`config.mk`:
```
export PLATFORM = sky130hd
export DESIGN_NAME = bcd2bin_16
export DESIGN_NICKNAME = d
export VERILOG_FILES = /design/src/rtl/bcd_pkg.sv /design/src/rtl/bcd_digit_corr.sv /design/src/rtl/bcd2bin_16.sv
export SDC_FILE = /design/constraint.sdc
export NUM_CORES = 1
export LEC_CHECK = 0
export CAP_MARGIN = 5
export CORE_AREA = 2 2 86 88
export CTS_CLUSTER_DIAMETER = 100
export CTS_CLUSTER_SIZE = 30
export DETAILED_ROUTE_END_ITERATION = 8
export DIE_AREA = 0 0 88 90
export GPL_TIMING_DRIVEN = 0
export PLACE_DENSITY = 0.74
export SYNTH_ARGS = -nofsm -noshare
export SYNTH_HDL_FRONTEND = slang
export SYNTH_HIERARCHICAL = 1
export SYNTH_SLANG_ARGS = --single-unit
```
`constraint.sdc`:
```
create_clock -name CLOCK_50 -period 2.6 [get_ports CLOCK_50]
set_clock_uncertainty 0.05 [all_clocks]
set_input_delay 0.39 -clock CLOCK_50 [delete_from_list [all_inputs] [get_ports CLOCK_50]]
set_output_delay 0.39 -clock CLOCK_50 [all_outputs]
set_load 0.01 [all_outputs]
```
`src/rtl/bcd_pkg.sv`:
```
// Shared constants, state encoding and digit-validity helper for the
// BCD <-> binary converters.
package bcd_pkg;

    localparam int unsigned NDIG    = 5;
    localparam int unsigned NBITS   = 16;
    localparam logic [3:0]  BCD_MAX = 4'd9;

    typedef enum logic [1:0] {
        IDLE  = 2'd0,
        SHIFT = 2'd1,
        DONE  = 2'd2
    } state_t;

    function automatic logic digits_invalid(input logic [4*NDIG-1:0] v);
        logic bad;
        bad = 1'b0;
        for (int unsigned i = 0; i < NDIG; i++) begin
            if (v[4*i +: 4] > BCD_MAX) bad = 1'b1;
        end
        return bad;
    endfunction

endpackage

```
`src/rtl/bcd_digit_corr.sv`:
```
// Reverse double-dabble digit correction: a digit of 8 or more after the
// right shift had a borrowed "10" folded in as 8 and is brought back by -3.
module bcd_digit_corr (
    input  logic [3:0] d,
    output logic [3:0] q
);

    always_comb begin
        q = d;
        if (d >= 4'd8) q = d - 4'd3;
    end

endmodule

```
`src/rtl/bcd2bin_16.sv`:
```
// Sequential 5-digit BCD to 16-bit binary converter (reverse double-dabble,
// one shift and correction per clock) with start/busy/done handshake.
module bcd2bin_16
    import bcd_pkg::*;
(
    input  logic        CLOCK_50,
    input  logic        reset,
    input  logic        start,
    input  logic [3:0]  BCD0,
    input  logic [3:0]  BCD1,
    input  logic [3:0]  BCD2,
    input  logic [3:0]  BCD3,
    input  logic [3:0]  BCD4,
    output logic [15:0] bin,
    output logic        busy,
    output logic        done,
    output logic        ovf,
    output logic        err
);

    state_t              state_q, state_d;
    logic [4:0]          cnt_q, cnt_d;
    logic [4*NDIG-1:0]   bcd_q, bcd_d;
    logic [NBITS-1:0]    res_q, res_d;
    logic [NBITS-1:0]    bin_q, bin_d;
    logic                done_q, done_d;
    logic                ovf_q, ovf_d;
    logic                err_q, err_d;

    logic [4*NDIG-1:0]   bcd_in;
    logic [4*NDIG-1:0]   bcd_sh;
    logic [4*NDIG-1:0]   bcd_corr;

    assign bcd_in = {BCD4, BCD3, BCD2, BCD1, BCD0};
    assign bcd_sh = bcd_q >> 1;

    for (genvar g = 0; g < NDIG; g++) begin : gen_corr
        bcd_digit_corr u_corr (
            .d (bcd_sh[4*g +: 4]),
            .q (bcd_corr[4*g +: 4])
        );
    end

    always_comb begin
        state_d = state_q;
        cnt_d   = cnt_q;
        bcd_d   = bcd_q;
        res_d   = res_q;
        bin_d   = bin_q;
        done_d  = 1'b0;
        ovf_d   = ovf_q;
        err_d   = err_q;
        case (state_q)
            IDLE: begin
                if (start) begin
                    bcd_d   = bcd_in;
                    res_d   = '0;
                    cnt_d   = '0;
                    ovf_d   = 1'b0;
                    err_d   = digits_invalid(bcd_in);
                    state_d = digits_invalid(bcd_in) ? DONE : SHIFT;
                end
            end
            SHIFT: begin
                bcd_d = bcd_corr;
                res_d = {bcd_q[0], res_q[NBITS-1:1]};
                cnt_d = cnt_q + 5'd1;
                if (cnt_q == 5'(NBITS - 1)) state_d = DONE;
            end
            DONE: begin
                // Outputs are registered on the DONE edge, so the done pulse
                // lands in the first IDLE cycle; an error run never shifted.
                bin_d   = err_q ? '0 : res_q;
                ovf_d   = !err_q && (bcd_q != '0);
                done_d  = 1'b1;
                state_d = IDLE;
            end
            default: state_d = IDLE;
        endcase
    end

    always_ff @(posedge CLOCK_50 or posedge reset) begin
        if (reset) begin
            state_q <= IDLE;
            cnt_q   <= '0;
            bcd_q   <= '0;
            res_q   <= '0;
            bin_q   <= '0;
            done_q  <= 1'b0;
            ovf_q   <= 1'b0;
            err_q   <= 1'b0;
        end else begin
            state_q <= state_d;
            cnt_q   <= cnt_d;
            bcd_q   <= bcd_d;
            res_q   <= res_d;
            bin_q   <= bin_d;
            done_q  <= done_d;
            ovf_q   <= ovf_d;
            err_q   <= err_d;
        end
    end

    assign bin  = bin_q;
    assign busy = (state_q != IDLE);
    assign done = done_q;
    assign ovf  = ovf_q;
    assign err  = err_q;

endmodule

```
# Yosys cells after proc, flatten, opt, wreduce, memory -nomap -nowiden
# Cells that the tools add are included.
[totals] register_bits=62 input_bits=23 output_inout_bits=20 elab_cells=66
[op_classes] n_addsub=6 order_cmp=10 eq_ne=5 mux=26 n_reduce_logical=11
[ops] op="case mux 20 bit (2 select lines)" n=1
[ops] op="two-way mux 16 bit" n=2
[ops] op="case mux 16 bit (2 select lines)" n=1
[ops] op="greater-than comparator 4 bit (second input constant)" n=5
[ops] op="two-way mux 20 bit" n=1
[ops] op="two-way mux 4 bit" n=5
[ops] op="nonzero test 20 bit" n=1
[ops] op=">= comparator 4 bit (second input constant)" n=4
[ops] op="subtractor 4 x 2 -> 4 bit (second input constant)" n=4
[ops] op="case mux 5 bit (2 select lines)" n=1
[ops] op="two-way mux 1 bit" n=9
[ops] op="AND reduction 2 bit" n=4
[ops] op="two-way mux 2 bit" n=3
[ops] op="nonzero test 2 bit" n=3
[ops] op="adder 5 x 1 -> 5 bit (second input constant)" n=1
[ops] op="== test 5 x 4 -> 1 bit (second input constant)" n=1
[ops] op="two-way mux 5 bit" n=1
[ops] op=">= comparator 3 x 4 -> 1 bit (second input constant)" n=1
[ops] op="!= test 2 bit (second input constant)" n=2
[ops] op="case mux 2 bit (2 select lines)" n=1
[ops] op="subtractor 3 x 2 -> 4 bit (second input constant)" n=1
[ops] op="== test 2 x 1 -> 1 bit (second input constant)" n=1
[ops] op="== test 2 bit (second input constant)" n=1
[ops] op="zero test 2 bit" n=1
[ops] op="other kinds (3)" n=3

# Longest topological paths before layout
# Gate-level depths: netlist of the first run.
[logic_depth] ltp_word=11 mapped_depth=6 mapped_depth_nobuf=6

# Hierarchy
# The synthesis of the first run kept the hierarchy.
[modules_own_cells] module="bcd2bin_16" instances=1 cells_per_inst=286 area_each_um2=2716.4 seq_area_each_um2=1551.5
[modules_own_cells] module="bcd_digit_corr" instances=5 cells_per_inst=11 area_each_um2=76.3 seq_area_each_um2=0.0

# Worst setup path after synthesis of the first run
# No wires, ideal clock.
[synth_path] kind="register to register" start="reg state_q[1]" end="reg bcd_q[0]" setup_ps=123 t_arrival_ps=1162 required_ps=2427 setup_slack_ps=1265 path_stages_with_launch=5 path_buffers=1 period_less_slack_ps=1335 path_cell_list="dfrtp_1 -> nor3b_4 -> buf_6 -> mux2i_1 -> o21ai_1"
[synth_via] elab_chain_cells=3 word_cells_on_any_way=6 cone_classes="eq/ne: 2; mux: 1; reduce/logical: 3"
[synth_lines] element="from (decl)" line="bcd2bin_16.sv:21" source="state_t state_q, state_d;"
[synth_lines] element="from (signal assigned)" line="bcd2bin_16.sv:93" source="state_q <= state_d;"
[synth_lines] element="== test 2 x 1 -> 1 bit or zero test 2 bit (tied branches)" line="bcd2bin_16.sv:53" source="case (state_q)"
[synth_lines] element="nonzero test 2 bit (no line) or != test 2 bit (tied branches)"
[synth_lines] element="AND reduction 2 bit (no line)"
[synth_lines] element="to (signal assigned)" line="bcd2bin_16.sv:86" source="bcd_q <= '0;"
[synth_lines] element="to (signal assigned)" line="bcd2bin_16.sv:95" source="bcd_q <= bcd_d;"
[synth_lines] element="to (decl)" line="bcd2bin_16.sv:23" source="logic [4*NDIG-1:0] bcd_q, bcd_d;"
# Parallel ways exist; a longest one is shown, timed or not.
# A chain may end at the register's enable or synchronous reset.

# Worst setup path in the final report of the first run
[layout_path] start="reg state_q[1]" end="out busy"
[layout_via] elab_chain_cells=1
[layout_lines] element="nonzero test 2 bit" line="bcd2bin_16.sv:105" source="assign busy = (state_q != IDLE);"
[layout_lines] element="to (decl)" line="bcd2bin_16.sv:15" source="output logic busy,"
# No other way between the ends.

==> results of run 1 <==
-- worst max-delay path by stage --
stage	slack, ps	cells after the start	to	startpoint
after floorplan	620	1	bcd_q[0]	reset
after global placement	-490	2	bin[0]	reset
after detailed placement	550	4	res_q[2]	start
after CTS	530	2	busy	state_q[1]
after global routing	490	2	busy	state_q[0]
final	540	2	busy	state_q[1]
-- metrics by stage --
stage | util (%) | setup slack (ps)
after CTS | 55.4 | 531
after floorplan | - | 619
after global placement | 52.1 | -494
after global routing | 55.4 | 491
after detailed placement | 52.4 | 551
final | 55.4 | 543
-- area by class of cell --
type	count	share of cell area, %
Timing Repair Buffer	43	11.3
Buffer	17	2.28
Tap cell	99	3.18
Clock inverter	4	1.80
Clock buffer	12	3.73
Inverter	14	1.35
Multi-Input combinational cell	252	36.5
Sequential cell	62	39.9
-- sequential cells by signal, summed over array words and instances (netlist names) --
name / cells
bcd_q: 20
bin: 16
res_q: 16
cnt_q: 5
state_q: 2
done: 1
err: 1
ovf: 1
-- routing by layer --
metal | vias up | global-route usage, %
met4 | 0 | 6.15
met3 | 8 | 3.86
met1 | 1128 | 24.1
li1 | 1242 | -
met5 | - | 0
met2 | 62 | 27.6
-- critical path, cell delays in order (launching register included) --
cell             delay, ps
dfrtp_1                460
or2_2                  340
clkdlybuf4s50_1        480
-- power by group --
group          switching (mW)  total (mW)  internal, mW
clock network           0.367       0.931         0.564
registers               0.201        1.30          1.10
logic                   0.344       0.658         0.313
-- layout by cell type, fill, tap and decap left out, types with 3 or more instances in the layout --
cell type / n
dfrtp_1: 62
nor2_1: 3
nand2b_1: 24
xor2_1: 5
conb_1: 5
clkbuf_1: 6
mux2i_1: 7
xnor2_1: 5
clkdlybuf4s50_1: 42
buf_2: 10
a21oi_1: 7
clkbuf_8: 10
o21ai_0: 47
o21ai_1: 3
nor2b_1: 6
nand2_1: 94
inv_1: 13
nor4_1: 5
a22oi_1: 15
ha_1: 12
-- cells by family (layout without fill, tap and decap cells) --
group / after synthesis / in the layout / synth area share [%]
other cells: 1 / 5 / 0.121
flops: 62 / 62 / 50.1
xor+xnor: 10 / 10 / 2.83
buf+inv: 31 / 90 / 4.56
compound gates: 78 / 78 / 14.4
fa+ha+maj: 12 / 12 / 4.85
simple gates: 140 / 140 / 20.9
mux: 7 / 7 / 2.26
==> impl_metrics.py, run 1 <==
metrics = {
    "finish": {
        "layout.nets": 434,
        "antenna_cells": 0,
        "area_growth_pct": 25.6,
        "fin_area_sq_um": 3890,
        "nFillCells": 652,
        "drive_above_1_share_pct": 8.42,
        "final-seq-area_sq_um": 1550,
        "multi_input_area_sq_um": 1420,
        "instances_no_fill": 503,
    },
    "timing": {
        "report.final.setup_viol": 0,
        "rsz0062_at_grt": "false",
        "max_clock_freq_ghz": 0.486,
        "slew_headroom_pct": 59.8,
        "timing.hold.ws_ps": 391,
        "slew_violations": 0,
        "hold_violations": 0,
        "worst_slew_pin_slew_ps": 602,
        "finalSetupTns_ps": 0,
        "fin_crit_sh_pct": 79.1,
        "fin_crit_ps": 2060,
    },
    "cts": {
        "cts_sinks": 62,
        "cts_htree_levels": 3,
        "ctsHoldBuffers": 0,
        "cts_setup_buffers": 0,
        "clk_pin_slew_ps": 70,
        "cts_resized": 0,
        "cts_buffers": 9,
        "clock_path_buffers": 2,
        "tritoncts": "built",
        "root_buffer": "clkbuf_8",
        "insertion_delay_ps": 340,
    },
    "detailed_routing": {
        "vias": 2440,
        "met2_wirelength_um": 3060,
        "wl_met3_um": 275,
        "dr.first_iter.drc_count": 113,
        "drt-vias-per-instance": 4.85,
        "highest_layer": "met4",
        "drc": 0,
        "post_drt_wl_per_cell_um": 12.8,
        "dr.pass1.iters": 4,
        "wl_um": 6460,
        "ant_nets": 0,
        "wl_met1_um": 3030,
    },
    "synthesis": {
        "ys.flop_type": "dfrtp_1",
        "synth_edf_count": 0,
        "synth_top_area_share_pct": 50.1,
        "yosysWarnings": 6,
        "yosysUniqueCellTypes": 32,
        "ys_seq_area_share_pct": 50.1,
        "synth_commonest_cells": "nand2_1 (94), dfrtp_1 (62), o21ai_0 (47)",
        "synth-async-reset-ratio_pct": 100,
        "netlist_top_cells_area": "dfrtp_1 (50%), nand2_1 (11%), o21ai_0 (7.6%)",
        "syn_avg_cell_area_sq_um": 9.08,
        "synth.most_common_cell": "nand2_1",
        "synth-seq-cells": 62,
        "syn_area_sq_um": 3100,
        "synth_top_area_cell": "dfrtp_1",
        "netlist_instances": 341,
    },
    "floorplanning": {
        "die_area_sq_um": 7920,
        "core_sq_um": 7020,
        "die_h_um": 90,
        "ios": 43,
        "rows": 31,
        "dieWidth_um": 88,
        "start_util_pct": 44.1,
    },
    "worst_setup_path": {
        "r2r_start": "state_q[1]",
        "cp_data_arrival_time_ps": 1620,
        "rrSetupSlack_ps": 1040,
        "cp-start-kind": "register",
        "timing.rr.end": "res_q[2]",
        "required_ps": 2160,
        "path_max_fanout": 7,
        "crit_type": "register to output pin",
        "worstRegToRegCells": 3,
        "cp-end-kind": "output pin",
    },
    "global_routing": {
        "grt_pass1_wl_um": 11000,
        "antenna_found_initial": 0,
        "grt_pass1_vias": 2411,
        "grt_start_max_net_pins": 37,
        "grt_remaining_overflow": 0,
        "grt_usage_pct": 17.7,
    },
    "placed_design": {
        "dpl_cell_area_sq_um": 3680,
        "placedCellCount": 487,
        "gp_congestion": 0.814,
        "numPortBuffers": 42,
        "hpwlAfterDp_um": 4710,
    },
    "pwr": {
        "static-leakage-power_nw": 1.74,
        "peakVddDrop_v": 0.000407,
        "power.density_nw_per_um2": 741,
        "finalPower_mw": 2.88,
    },
    "flow_run": {
        "drv_cap": 0,
    },
    "hold_path": {
        "min_path_type": "input port to async pin",
    },
    "outcome": {
        "status": "finished clean",
    },
}
(Power assumes the default switching activity.)
==> run 2: changes to the inputs <==
Clock period 2.6 ns to 2.1 ns, I/O delays scaled along.
==> results of run 2 <==
The final DEF is identical to that of run 1. Status: finished clean.
Main changes from that run: setup slack after placement 551 ps -> 126 ps; setup slack after layout 543 ps -> 118 ps; hold slack 391 ps -> 316 ps; register-to-register setup slack 1040 ps -> 540 ps; total power 2.88 mW -> 3.57 mW; worst IR drop on VDD 0.000407 V -> 0.000504 V
